[src/rtl/regfile_wb_arbiter_pkg.sv]
// Shared types for the register-file writeback arbiter.
// Holds register-file geometry and the requester id enum.
package regfile_wb_arbiter_pkg;

  localparam int REG_ADDR_W = 5;
  localparam int NUM_REGS   = 32;

  typedef enum logic {
    REQ_ALU = 1'b0,
    REQ_MEM = 1'b1
  } req_id_e;

endpackage

[src/rtl/regfile_wb_arbiter_wb_scoreboard.sv]
// Busy scoreboard: one bit per register owed by the memory path.
// Ports: set_i/set_rd_i, clr_i/clr_rd_i, chk_i + rs1/rs2/rd -> stall_o, busy_o.
module wb_scoreboard
  import regfile_wb_arbiter_pkg::*;
(
  input  logic                  clk_i,
  input  logic                  rst_ni,
  input  logic                  set_i,
  input  logic [REG_ADDR_W-1:0] set_rd_i,
  input  logic                  clr_i,
  input  logic [REG_ADDR_W-1:0] clr_rd_i,
  input  logic                  chk_i,
  input  logic [REG_ADDR_W-1:0] rs1_i,
  input  logic [REG_ADDR_W-1:0] rs2_i,
  input  logic [REG_ADDR_W-1:0] rd_i,
  output logic                  stall_o,
  output logic [NUM_REGS-1:0]   busy_o
);

  logic [NUM_REGS-1:0] busy_q, busy_d;

  // Clear first so a same-cycle set on the same register wins.
  always_comb begin
    busy_d = busy_q;
    if (clr_i) busy_d[clr_rd_i] = 1'b0;
    if (set_i) busy_d[set_rd_i] = 1'b1;
    busy_d[0] = 1'b0;
  end

  always_ff @(posedge clk_i or negedge rst_ni) begin
    if (!rst_ni) busy_q <= '0;
    else         busy_q <= busy_d;
  end

  // rd term catches WAW against an outstanding load.
  assign stall_o = chk_i & (busy_q[rs1_i] | busy_q[rs2_i] | busy_q[rd_i]);
  assign busy_o  = busy_q;

endmodule

[src/rtl/regfile_wb_arbiter.sv]
// Shares the register-file write port between ALU and memory writebacks.
// Macro RR_ARB_EN: round-robin on contention; otherwise memory wins.
module regfile_wb_arbiter
  import regfile_wb_arbiter_pkg::*;
#(
  parameter int N = 32
) (
  input  logic                  clk,
  input  logic                  rst,
  input  logic                  alu_valid,
  input  logic [REG_ADDR_W-1:0] alu_rd,
  input  logic [N-1:0]          alu_data,
  output logic                  alu_ready,
  input  logic                  mem_valid,
  input  logic [REG_ADDR_W-1:0] mem_rd,
  input  logic [N-1:0]          mem_data,
  output logic                  mem_ready,
  input  logic                  iss_valid,
  input  logic                  iss_long,
  input  logic [REG_ADDR_W-1:0] iss_rd,
  input  logic [REG_ADDR_W-1:0] iss_rs1,
  input  logic [REG_ADDR_W-1:0] iss_rs2,
  output logic                  iss_stall,
  output logic                  RegWrite,
  output logic [REG_ADDR_W-1:0] WriteReg,
  output logic [N-1:0]          WriteData,
  output logic [NUM_REGS-1:0]   busy
);

  logic                  mem_win;
  logic                  grant;
  logic [REG_ADDR_W-1:0] gnt_rd;
  logic [N-1:0]          gnt_data;

  logic                  wen_q, wen_d;
  logic [REG_ADDR_W-1:0] wreg_q, wreg_d;
  logic [N-1:0]          wdat_q, wdat_d;

`ifdef RR_ARB_EN
  // Last granted requester; the other one wins the next tie.
  req_id_e last_q, last_d;

  assign mem_win = mem_valid & (!alu_valid | (last_q == REQ_ALU));

  always_comb begin
    last_d = last_q;
    if (alu_ready) last_d = REQ_ALU;
    if (mem_ready) last_d = REQ_MEM;
  end

  always_ff @(posedge clk or negedge rst) begin
    if (!rst) last_q <= REQ_MEM;
    else      last_q <= last_d;
  end
`else
  assign mem_win = mem_valid;
`endif

  // Readies stay low while reset is held.
  assign mem_ready = rst & mem_win;
  assign alu_ready = rst & alu_valid & !mem_win;
  assign grant     = alu_ready | mem_ready;

  always_comb begin
    gnt_rd   = '0;
    gnt_data = '0;
    unique case (1'b1)
      mem_ready: begin
        gnt_rd   = mem_rd;
        gnt_data = mem_data;
      end
      alu_ready: begin
        gnt_rd   = alu_rd;
        gnt_data = alu_data;
      end
      default: ;
    endcase
  end

  // rd=0 completes the handshake but never writes.
  always_comb begin
    wen_d  = 1'b0;
    wreg_d = wreg_q;
    wdat_d = wdat_q;
    if (grant && gnt_rd != '0) begin
      wen_d  = 1'b1;
      wreg_d = gnt_rd;
      wdat_d = gnt_data;
    end
  end

  always_ff @(posedge clk or negedge rst) begin
    if (!rst) begin
      wen_q  <= 1'b0;
      wreg_q <= '0;
      wdat_q <= '0;
    end else begin
      wen_q  <= wen_d;
      wreg_q <= wreg_d;
      wdat_q <= wdat_d;
    end
  end

  assign RegWrite  = wen_q;
  assign WriteReg  = wreg_q;
  assign WriteData = wdat_q;

  logic sb_set;

  assign sb_set = iss_valid & iss_long & !iss_stall & (iss_rd != '0);

  wb_scoreboard u_sb (
    .clk_i    (clk),
    .rst_ni   (rst),
    .set_i    (sb_set),
    .set_rd_i (iss_rd),
    .clr_i    (mem_ready),
    .clr_rd_i (mem_rd),
    .chk_i    (iss_valid),
    .rs1_i    (iss_rs1),
    .rs2_i    (iss_rs2),
    .rd_i     (iss_rd),
    .stall_o  (iss_stall),
    .busy_o   (busy)
  );

endmodule

[config.mk]
export PLATFORM = sky130hd
export DESIGN_NAME = regfile_wb_arbiter
export DESIGN_NICKNAME = d
export VERILOG_FILES = /design/src/rtl/regfile_wb_arbiter_pkg.sv /design/src/rtl/regfile_wb_arbiter_wb_scoreboard.sv /design/src/rtl/regfile_wb_arbiter.sv
export SDC_FILE = /design/constraint.sdc
export NUM_CORES = 1
export LEC_CHECK = 0
export CAP_MARGIN = 15
export CORE_ASPECT_RATIO = 0.5
export CORE_UTILIZATION = 43
export DETAILED_ROUTE_END_ITERATION = 12
export PLACE_DENSITY = 0.81
export SLEW_MARGIN = 20
export SYNTH_ARGS = -nofsm -noshare
export SYNTH_HDL_FRONTEND = slang
export SYNTH_SLANG_ARGS = --single-unit
[constraint.sdc]
create_clock -name clk -period 4.5 [get_ports clk]
set_input_delay 0.9 -clock clk [delete_from_list [all_inputs] [get_ports clk]]
set_output_delay 0.9 -clock clk [all_outputs]
set_load 0.005 [all_outputs]
==> flow_summary_export.csv, run 1 <==
group,metric,value,unit
setup_path,critPathCapture,"iss_stall",
cts,clk_latency,0.33,ns
setup_path,crit_type,"in2out",
setup_path,crit_fanout,6,
timing,hold_viol,0,
synth,synth_cells,413,
setup_path,worstPathArrival,3.52,ns
die,die_w,138,µm
layout,finalNetCount,672,
cts,cts_tree,"done",
timing,fmax,226,MHz
die,ios,168,
grt,grt_antenna_before_repair,0,
power_and_ir_drop,p_leak,2.45,nW
synth,synth.avg_cell_area,9.60,µm²
synth,yosysUniqueCellTypes,44,
grt,grt_usage,0.304,
timing,period_share,0.983,
layout,stdcell_count,699,
layout,fillers,663,
die,start_util,0.449,
synth,yosys-top-cells-area,"dfrtp_1 (44%), a22oi_1 (7.0%), mux2i_1 (5.3%)",
layout,regArea,0.00173,mm²
synth,synthArstFlopShare,1.00,
timing,worst_slew_pin_slew,0.891,ns
setup_path,rr_worst_depth,7,
synth,synth-seq-area-share,0.435,
layout,n_antenna_cell,0,
grt,grt_pass1_vias,4177,
die,chipHeight,69.9,µm
placed_design,port_buffers,166,
routing,routed_wl,14000,µm
die,rows,24,
timing,holdWs,0.357,ns
timing,finalSetupViolCount,0,
cts,cts_root_buffer,"clkbuf_16",
min_path,hold_path.class,"in2async",
routing,vias,4298,
setup_path,end_kind,"output pin",
setup_path,ff2ff_setup_slack,1.88,ns
placed_design,routabilityCongestion,0.924,
cts,cts.sinks,69,
die,core-area,0.00883,mm²
timing,slew_headroom,0.406,
layout,syn_to_final_growth,54.4,%
cts,path_clk_slew,0.06,ns
layout,postLayoutCoreUtil,0.694,
routing,firstDrtPassIters,5,
setup_path,critPathLaunchType,"input port",
synth,yosys_most_used_dff,"dfrtp_1",
power_and_ir_drop,power,2.14,mW
cts,cts_made_buffers,9,
synth,synth.most_common_cell,"dfrtp_1",
placed_design,place_inst,680,
routing,ant_nets,0,
setup_path,required,3.60,ns
synth,yosysTopAreaCellShare,0.435,
synth,yosys-top-cells-count,"dfrtp_1 (69), nor2_1 (40), o21ai_0 (39)",
timing,postLayoutSetupSlackWorst,0.0761,ns
power_and_ir_drop,p_per_area,349,mW/mm²
cts,cts_max_level,3,
synth,synth-seq-cells,69,
placed_design,hpwl,9620,µm
timing,tns,0,ns
synth,yosys_warnings,0,
grt,grt_max_degree,69,
run,cap_violations,0,
placed_design,dp_slack,-0.00419,ns
synth,syn_area,0.00397,mm²
placed_design,dpl-instance-area,0.00577,mm²
routing,drtIter0Drc,463,
routing,drc,0,
layout,multiInputGateArea,0.00206,mm²
cts,clock_path_buffers,2,
setup_path,critPathLaunch,"iss_rs2[1]",
cts,hold_buffers,0,
die,die_area,0.00964,mm²
layout,drive_gt1_frac,0.107,
synth,synth_top_cell_by_area,"dfrtp_1",
setup_path,reg2reg_to,"u_sb.busy_o[7]",
timing,skew,0.00208,ns
grt,grt_pass1_wl,22000,µm
setup_path,r2r_start,"u_sb.busy_o[19]",
status,status,"completed",
layout,fin_area,0.00613,mm²
grt,gr-total-overflow,0,
synth,synth-edff-count,0,
routing,wire_per_inst,20.1,µm
synth,syn_nets,508,
power_and_ir_drop,max-vdd-ir-drop,0.000290,V
routing,vias_per_cell,6.15,
timing,slew_violations,0,
timing,min_period,4.42,ns
==> registers in the layout, summed over array words and instances (netlist names) <==
signal and cells:
u_sb.busy_o 31, RegWrite 1, WriteData 32, WriteReg 5
==> worst min-delay path by stage <==
stage	from	end	slack, ns	depth (start not counted)
after floorplan	WriteData[0]	WriteData[0]	0.52	2
after global placement	WriteData[14]	WriteData[14]	0.51	2
after detailed placement	WriteData[10]	WriteData[10]	0.52	2
after CTS	rst	WriteReg[1]	0.35	1
after global routing	rst	WriteReg[1]	0.35	1
final	rst	WriteReg[1]	0.36	1
==> layer usage <==
| metal | GRT usage | part of all wire |
|---|---|---|
| met1 | 0.385 | 0.39 |
| met2 | 0.475 | 0.48 |
| met3 | 0.102 | 0.10 |
| met4 | 0.129 | 0.025 |
| met5 | 0 | 0 |
==> what timing repair did <==
action / in CTS / in global routing
gates cloned: 0 / 0
setup buffers: 0 / 3
pin swaps: 0 / 2
endpoints found under the setup margin: 1 / 1
hold endpoints to repair: 0 / 0
resized for setup: 1 / 6
==> logic make-up (layout without fill, tap and decap cells) <==
kind of cell,Yosys count,after routing,share of synthesized area
other,1,1,0.000945
flip-flops,69,69,0.435
AND/OR/NAND/NOR,97,97,0.129
multiplexers,34,34,0.111
buffers and inverters,49,218,0.0558
AO/OA/AOI/OAI,163,163,0.268
==> power by group <==
| part | total [mW] | internal, mW | leakage (nW) | switching [mW] |
|---|---|---|---|---|
| clock network | 0.702 | 0.440 | 0.149 | 0.262 |
| logic | 0.612 | 0.365 | 1.43 | 0.247 |
| registers | 0.822 | 0.715 | 0.869 | 0.107 |
| total | 2.14 | 1.52 | 2.45 | 0.616 |
==> placed cells by master, fill, tap and decap left out, types with 2 or more instances in the layout <==
cell,count
a2111oi_0,4
a21oi_1,34
a221oi_1,3
a22oi_1,37
buf_4,21
clkbuf_16,9
clkdlybuf4s50_1,163
clkinv_2,4
dfrtp_1,69
dlymetal6s2s_1,2
inv_1,13
mux2_2,6
mux2i_1,21
mux4_2,6
nand2_1,9
nand2b_1,3
nand3_1,4
nand3b_1,8
nor2_1,39
nor2b_1,6
nor3_1,4
nor3b_1,2
nor4_1,4
o21ai_0,39
o22ai_1,5
o311ai_0,2
o31ai_1,23
o41ai_1,8
or3_1,4
or3b_2,6
==> worst max-delay path, stage by stage <==
cell and delay [ns]:
clkdlybuf4s50_1 0.62, mux4_2 0.53, nor2_1 0.10, a311oi_1 0.08, a2111oi_2 0.34, buf_4 0.20, nand4bb_4 0.12, and2_1 0.19
clkdlybuf4s50_1 0.44
==> cell type report <==
type                            instances  share of cell area
Clock inverter                          5             0.00817
Timing Repair Buffer                  189               0.302
Multi-Input combinational cell        295               0.336
Clock buffer                           11              0.0396
Sequential cell                        69               0.282
Tap cell                              117              0.0239
Inverter                               13             0.00797
Note: power is estimated with default switching activity, not from simulation.
==> run 2: changes to the inputs <==
Settings changed: GPL_TIMING_DRIVEN set to 0, PLACE_DENSITY 0.81 to 0.84.
==> flow_summary_export.csv, run 2 (synthesis results as in run 1) <==
group,metric,value,unit
status,status,"completed",
grt,grt_pass1_wl,21900,µm
timing,period_share,0.983,
setup_path,critPathLaunchType,"input port",
die,die_area,0.00964,mm²
timing,min_period,4.42,ns
die,die_w,138,µm
timing,worst_slew_pin_slew,0.588,ns
placed_design,hpwl,9950,µm
cts,cts_root_buffer,"clkbuf_16",
layout,syn_to_final_growth,55.6,%
layout,drive_gt1_frac,0.111,
setup_path,crit_path_cell_trace,"buf_6, mux4_2, a2bb2oi_1, and4b_1, or3_1, buf_6, nand4bb_1, buf_6, buf_6, and2_1, clkdlybuf4s50_1",
cts,path_clk_slew,0.05,ns
routing,routed_wl,14100,µm
layout,layout_common_cells,"clkdlybuf4s50_1 (151), dfrtp_1 (69), nor2_1 (40)",
layout,largest_register_ffs,32,
power_and_ir_drop,p_leak,2.47,nW
layout,n_antenna_cell,0,
layout,finalNetCount,696,
routing,firstDrtPassIters,6,
setup_path,crit_type,"in2out",
routing,wire_per_inst,19.4,µm
setup_path,slowest_delay,0.51,ns
timing,slew_violations,0,
setup_path,rr_worst_depth,10,
routing,ant_nets,0,
placed_design,routabilityCongestion,0.954,
routing,drc,0,
layout,fillers,699,
cts,clock_path_buffers,2,
run,cap_violations,0,
die,core-area,0.00883,mm²
cts,cts_tree,"done",
cts,cts_made_buffers,9,
setup_path,worstPathArrival,3.52,ns
grt,grt_usage,0.300,
cts,cts.sinks,69,
routing,vias_per_cell,6.02,
grt,grt_antenna_before_repair,0,
timing,slew_headroom,0.606,
grt,grt_pass1_vias,4233,
setup_path,crit_fanout,10,
timing,skew,0.00404,ns
routing,drtIter0Drc,423,
die,chipHeight,69.9,µm
timing,finalSetupViolCount,0,
grt,gr-total-overflow,0,
timing,tns,0,ns
cts,cts_max_level,3,
placed_design,port_buffers,160,
die,rows,24,
setup_path,cpMaxStageDelayCell,"mux4_2",
power_and_ir_drop,power,2.09,mW
setup_path,cp_top_family,"buffers and inverters",
setup_path,end_kind,"output pin",
routing,vias,4356,
timing,hold_viol,0,
cts,clk_latency,0.33,ns
layout,final_common_cell,"clkdlybuf4s50_1",
power_and_ir_drop,p_per_area,339,mW/mm²
setup_path,cpMostUsedCell,"buf_6",
min_path,hold_path.class,"reg2reg",
die,ios,168,
setup_path,required,3.60,ns
setup_path,critical_path_buf_inv_count,5,
die,start_util,0.449,
setup_path,crit_cells,11,
grt,grt_max_degree,40,
power_and_ir_drop,max-vdd-ir-drop,0.000236,V
cts,hold_buffers,0,
min_path,whs_path_depth,2,
timing,fmax,226,MHz
[run 2: cell types whose count changed in the layout (fill, tap and decap cells not counted), sizes merged]
| cell | previous run | this run |
|---|---|---|
| clkinv | 4 | 1 |
| dlygate4sd2 | 0 | 2 |
| dlymetal6s2s | 2 | 1 |
| clkbuf | 11 | 48 |
| clkdlybuf4s50 | 163 | 151 |
| clkdlybuf4s15 | 0 | 1 |
| bufinv | 1 | 0 |
| buf | 24 | 25 |
[run 2: timing repair]
action	CTS	global route
gates cloned	1	1
gates resized for setup	28	13
pin swaps	1	1
setup buffers	3	11
endpoints found under the setup margin	1	1
[run 2: power by group]
group / switching, mW / total [mW] / internal, mW
logic: 0.257 / 0.631 / 0.374
clock network: 0.244 / 0.647 / 0.403
registers: 0.0996 / 0.815 / 0.715
[run 2: layer usage]
metal  track usage  share of wire  up-vias
li1              -              -     1954
met1         0.390           0.40     2110
met2         0.488           0.47      264
met3        0.0864           0.10       28
met4        0.0821          0.019        0
met5             0              0        -
[run 2: worst reg2reg max path: stages, from the launching register on]
cell,delay [ns]
dfrtp_1,0.45
mux4_2,0.49
a2bb2oi_1,0.14
and4b_1,0.20
or3_1,0.38
buf_6,0.16
nand4bb_1,0.22
buf_6,0.17
buf_4,0.13
buf_6,0.13
o31ai_1,0.25
[run 2: stage by stage]
stage	instance area, µm²	util	worst slack [ns]	hold WS (ns)	std cells
after floorplan	3970	-	0.707	0.519	413
after global placement	5710	0.647	-1.62	0.507	690
after detailed placement	5730	0.649	-0.531	0.520	691
after CTS	6090	0.689	0.0160	0.528	711
after global routing	6170	0.699	-0.000605	0.539	723
final	6170	0.699	0.0781	0.529	723
[run 2: final timing paths]
kind / from / endpoint / slack (ns)
worst max register to register: u_sb.busy_o[16] / u_sb.busy_o[7] / 1.67
worst min-delay path: WriteData[6] / WriteData[6] / 0.53
max in group asynchronous: rst / u_sb.busy_o[28] / 3.40
worst max-delay path: iss_rs2[0] / iss_stall / 0.08
worst min register to register: WriteData[6] / WriteData[6] / 0.53
min in group asynchronous: rst / WriteData[22] / 0.54
[run 2: area by class of cell]
class | count | area [µm²] | area share
buffer | 36 | 219 | 0.0355
clock buffer | 15 | 268 | 0.0434
clock inverter | 1 | 5.00 | 0.000811
inverter | 13 | 48.8 | 0.00791
multi-input combinational | 295 | 2040 | 0.331
sequential | 69 | 1730 | 0.280
tap | 117 | 146 | 0.0237
timing repair buffer | 177 | 1720 | 0.278
